**src/rtl/definitions.sv**
```systemverilog
// rtl/definitions.sv - shared fetch state, instruction field widths and opcodes
package definitions;

    localparam int INS_W     = 9;
    localparam int OPCODE_W  = 3;
    localparam int OPERAND_W = INS_W - OPCODE_W;

    typedef enum logic [2:0] {
        IDLE,
        REQ,
        LATCH,
        HOLD,
        DONE
    } fetch_state_t;

    localparam logic [OPCODE_W-1:0] ADD  = 3'd0;
    localparam logic [OPCODE_W-1:0] XOR  = 3'd1;
    localparam logic [OPCODE_W-1:0] AND  = 3'd2;
    localparam logic [OPCODE_W-1:0] RSL  = 3'd3;
    localparam logic [OPCODE_W-1:0] MOV  = 3'd4;
    localparam logic [OPCODE_W-1:0] BLQZ = 3'd5;
    localparam logic [OPCODE_W-1:0] ST   = 3'd6;
    localparam logic [OPCODE_W-1:0] LD   = 3'd7;

endpackage

```
**src/rtl/pc_unit.sv**
```systemverilog
// rtl/pc_unit.sv - program counter, pending branch target and next-PC selection
module pc_unit #(
    parameter int          PC_W     = 8,
    parameter int unsigned PROG_LEN = 256
) (
    input  logic            clock,
    input  logic            reset,
    input  logic            clear,
    input  logic            hold,
    input  logic            next_ins,
    input  logic            branch,
    input  logic [7:0]      branch_offset,
    output logic [PC_W-1:0] pc,
    output logic            halt
);

    logic [PC_W-1:0] pend;
    logic            pend_valid;
    logic [PC_W-1:0] off_ext;
    logic [PC_W-1:0] target;
    logic [PC_W-1:0] next_pc;

    assign off_ext = PC_W'(signed'(branch_offset));
    assign target  = pc + off_ext;
    assign next_pc = branch ? target : (pend_valid ? pend : pc + PC_W'(1));
    // Compare in 32 bits so PROG_LEN == 2^PC_W never halts on wrap-free arithmetic.
    assign halt    = hold && next_ins && ({{(32-PC_W){1'b0}}, next_pc} >= PROG_LEN);

    always_ff @(posedge clock) begin
        if (reset || clear) begin
            pc         <= '0;
            pend       <= '0;
            pend_valid <= 1'b0;
        end else if (hold) begin
            if (next_ins) begin
                pend_valid <= 1'b0;
                if (!halt) begin
                    pc <= next_pc;
                end
            end else if (branch) begin
                pend       <= target;
                pend_valid <= 1'b1;
            end
        end
    end

endmodule

```
**src/rtl/instr_fetch.sv**
```systemverilog
// rtl/instr_fetch.sv - instruction fetch FSM and instruction register; INS_COUNT_EN enables the issue counter
module instr_fetch
    import definitions::*;
#(
    parameter int          PC_W     = 8,
    parameter int unsigned PROG_LEN = 256
) (
    input  logic                 clock,
    input  logic                 reset,
    input  logic                 start,
    input  logic                 nextIns,
    input  logic                 branch,
    input  logic [7:0]           branchOffset,
    output logic [PC_W-1:0]      imemAddr,
    input  logic [INS_W-1:0]     imemData,
    output logic [OPCODE_W-1:0]  instructions,
    output logic [OPERAND_W-1:0] operand,
    output logic                 insValid,
    output logic [PC_W-1:0]      pc,
    output logic                 done,
    output logic [15:0]          insCount
);

    fetch_state_t    state;
    logic [PC_W-1:0] fetch_pc;
    logic            halt;
    logic            clear;
    logic            hold;

    assign clear    = start && (state == IDLE || state == DONE);
    assign hold     = (state == HOLD);
    assign imemAddr = fetch_pc;

    pc_unit #(
        .PC_W     (PC_W),
        .PROG_LEN (PROG_LEN)
    ) u_pc_unit (
        .clock         (clock),
        .reset         (reset),
        .clear         (clear),
        .hold          (hold),
        .next_ins      (nextIns),
        .branch        (branch),
        .branch_offset (branchOffset),
        .pc            (fetch_pc),
        .halt          (halt)
    );

    // pc tracks the latched word, so it only moves together with the instruction register.
    always_ff @(posedge clock) begin
        if (reset) begin
            state        <= IDLE;
            instructions <= '0;
            operand      <= '0;
            pc           <= '0;
            insValid     <= 1'b0;
            done         <= 1'b0;
        end else begin
            case (state)
                IDLE: begin
                    if (start) begin
                        state <= REQ;
                    end
                end
                REQ: begin
                    state <= LATCH;
                end
                LATCH: begin
                    {instructions, operand} <= imemData;
                    pc                      <= fetch_pc;
                    insValid                <= 1'b1;
                    state                   <= HOLD;
                end
                HOLD: begin
                    if (nextIns) begin
                        insValid <= 1'b0;
                        if (halt) begin
                            done  <= 1'b1;
                            state <= DONE;
                        end else begin
                            state <= REQ;
                        end
                    end
                end
                DONE: begin
                    if (start) begin
                        done  <= 1'b0;
                        state <= REQ;
                    end
                end
                default: begin
                    state <= IDLE;
                end
            endcase
        end
    end

`ifdef INS_COUNT_EN
    logic [15:0] count;

    always_ff @(posedge clock) begin
        if (reset || clear) begin
            count <= '0;
        end else if (state == LATCH && count != 16'hFFFF) begin
            count <= count + 16'd1;
        end
    end

    assign insCount = count;
`else
    assign insCount = 16'd0;
`endif

endmodule

```
**config.mk**
```make
export PLATFORM = sky130hd
export DESIGN_NAME = instr_fetch
export DESIGN_NICKNAME = d
export VERILOG_FILES = /design/src/rtl/definitions.sv /design/src/rtl/pc_unit.sv /design/src/rtl/instr_fetch.sv
export SDC_FILE = /design/constraint.sdc
export NUM_CORES = 1
export LEC_CHECK = 0
export ABC_AREA = 1
export CAP_MARGIN = 20
export CELL_PAD_IN_SITES_DETAIL_PLACEMENT = 0
export CELL_PAD_IN_SITES_GLOBAL_PLACEMENT = 1
export CORE_ASPECT_RATIO = 2
export CORE_MARGIN = 2
export CORE_UTILIZATION = 47
export DETAILED_ROUTE_END_ITERATION = 12
export DONT_BUFFER_PORTS = 1
export GPL_TIMING_DRIVEN = 0
export PLACE_DENSITY = 0.82
export SYNTH_ARGS = -nofsm -noshare
export SYNTH_HDL_FRONTEND = slang
export SYNTH_HIERARCHICAL = 1
export SYNTH_SLANG_ARGS = --single-unit
```
**constraint.sdc**
```tcl
create_clock -name clock -period 3.44 [get_ports clock]
set_input_delay 0.688 -clock clock [delete_from_list [all_inputs] [get_ports clock]]
set_output_delay 0.688 -clock clock [all_outputs]
set_load 0.005 [all_outputs]
```
==> out/qor.txt <==
run status: complete, no violations
Worst-path clk slew: 80 ps
quantity of gates resized following cts: 0
DRC viols: 0
# Post-CTS Setup Buffers: 0
# Max-Cap Violations: 0
Slew Limit Fails: 0
Die ar.: 0.00551 mm^2
setup TNS: 0 ps
most common cell in the netlist: nand2_1
Row Count: 36
Required @ worst endpoint: 3640 ps
Finished Cell Area: 0.00252 mm^2
mean number of vias per cell: 5.03
Min-Delay Path Class: reg2reg
CP Capture Type: register
post-synthesis cell type count: 30
GRT Util Overall: 21.2%
global-route wire length before repair: 8640 um
clock sink total: 39
pre-CTS WS: 1400 ps
Die Ht: 103 um
routed len/inst: 13.1 um
final worst path period need: 1860 ps
WHS: 483 ps
DRT Wirelength: 5500 um
Skew-Pair Late Insertion Delay: 300 ps
final worst setup slack: 1580 ps
Peak supply drop: 0.344 mV
Top Ports: 65
largest net degree at the start of global routing: 14
skew final: 6.21 ps
unrepaired setup endpoints after global routing: no
pwr dens: 377 mW/mm^2
fin crit share: 54.2%
initial antenna violation count: 0
Iter 0 DRT Violations: 75
Detail Route Antenna Nets: 0
P&R area growth vs syn: 9.40%
hpwl dp: 4200 um
post-synth top area cell: dfxtp_1
startpoint types: register
Setup CP Type: reg2reg
width of the die: 53.5 um
Core ar.: 0.00477 mm^2
Clock Path Buffers: 2
RD Place Congestion: 0.783
CTS buffer count: 5
Hold Fails Final Rpt: 0
Mapped Area: 0.00230 mm^2
crit-path max FO: 7
Seq/Total Area, Yosys: 33.9%
number of I/O port buffers: 0
number of global-route vias before repair: 1945
Fmax: 537 MHz
Synth top cells by count: nand2_1 (78), nand3_1 (48), inv_1 (40)
Pre-Repair DR Iteration Count: 4
CTS tree: built
top cells by area, synth: dfxtp_1 (34%), nand2_1 (13%), nand3_1 (10%)
antenna diode count: 0
Vias: 2108
Root Driver: clkbuf_8
ys async rst share: 0%
fill count: 483
Initial Util: 48.2%
Primary FF master, synth: dfxtp_1
Avg Cell Area, Syn: 6.79 um^2
Setup violations, final: 0
CTS Hold Bufs: 0
Critical Path AT: 2060 ps
Syn Inst Count: 339
Placed Area: 0.00243 mm^2
Post-synth EDFFs: 0
LEAKAGE: 1.20 nW
H-tree levels: 2
Final nets: 392
area share of the largest cell type after synthesis: 33.9%
share of layout cells above drive strength 1: 12.4%
synth warn: 6
Seq cells post-synth: 39
residual overflow from global routing: 0
[placed cells by master, fill, tap and decap left out]
cell type	n
a21oi_1	35
a21oi_2	2
a31oi_1	1
buf_1	1
buf_2	1
buf_4	20
buf_6	3
clkbuf_1	1
clkbuf_2	1
clkbuf_8	5
clkinv_2	1
clkinvlp_4	2
conb_1	17
dfxtp_1	39
fa_1	1
ha_1	8
inv_1	40
inv_2	3
nand2_1	78
nand2_2	2
nand2_4	1
nand3_1	48
nand3b_1	2
nor2_1	23
nor2_2	2
nor2_4	2
o211ai_1	3
o21ai_0	14
o21bai_1	1
o31ai_1	1
or2_1	1
xnor2_1	1
xor2_1	2
[registers in the layout (all words and copies together) (netlist names)]
register              cells
pc                        8
u_pc_unit/pc              8
u_pc_unit/pend            8
operand                   6
instructions              3
state                     3
done                      1
insValid                  1
u_pc_unit/pend_valid      1
[per-stage QoR]
step,instances,total power (W),util (%)
6_report,419,0.000950,52.8
5_1_grt,419,0.00100,52.8
4_1_cts,419,0.000957,52.8
3_5_place_dp,411,0.000648,50.9
3_3_place_gp,411,0.000646,50.9
2_1_floorplan,354,0.000617,-
[worst max-delay path, cell delays in order, from the launching register on]
cell and delay (ps):
dfxtp_1 460, ha_1 230, inv_1 60, fa_1 400
inv_1 90, nand2_1 50, nand2_1 80, nand3_1 90
nand2_1 70, nand2_1 60, nand2_1 60, nand2_1 50
nand2_1 50, inv_1 30
[where the power goes]
group	switching [W]	internal (W)	leakage [nW]
Sequential	0.0000178	0.000469	0.316
Combinational	0.0000921	0.0000590	0.844
Clock	0.000171	0.000141	0.0402
Total	0.000280	0.000669	1.20
[logic make-up (layout without fill, tap and decap cells)]
family                     count (synthesis)  after routing  synth area share (%)
AOI/OAI and AO/OA                         57             57                  13.3
and+or+nand+nor                          159            159                  30.4
adders and majority gates                  9              9                  5.21
other                                      2             17                 0.326
xor gates and xnor gates                   3              3                  1.14
DFF                                       39             39                  33.9
buffers and inverters                     70             78                  15.8
[worst paths after layout]
check / depth (start not counted) / start / slack (ps) / to
min: 2 / pc[0]$_SDFFE_PP0P_ / 480 / pc[0]$_SDFFE_PP0P_
max: 13 / u_pc_unit/pc[0]$_SDFFE_PP0P_ / 1580 / u_pc_unit/pend[6]$_SDFFE_PP0P_
min reg2reg: 2 / pc[0]$_SDFFE_PP0P_ / 480 / pc[0]$_SDFFE_PP0P_
max reg2reg: 13 / u_pc_unit/pc[0]$_SDFFE_PP0P_ / 1580 / u_pc_unit/pend[6]$_SDFFE_PP0P_
[final cells by class]
type | count | area [um^2] | share of cell area [%]
clock buffers | 5 | 68.8 | 2.73
inverters | 43 | 161 | 6.41
plain buffers | 27 | 201 | 7.99
clock inverters | 3 | 20.0 | 0.794
well taps | 57 | 71.3 | 2.83
flip-flops and latches | 39 | 781 | 31.0
multi-input cells | 245 | 1220 | 48.3
[per-layer routing]
metal / up-vias / GRT usage, % / part of all wire (%)
met2: 52 / 36.2 / 51
met1: 950 / 25.5 / 42
met4: 0 / 7.10 / 1.2
met5: - / 0 / 0
met3: 7 / 4.64 / 5.3
li1: 1099 / - / -
Note: power is estimated with default switching activity, not from simulation.
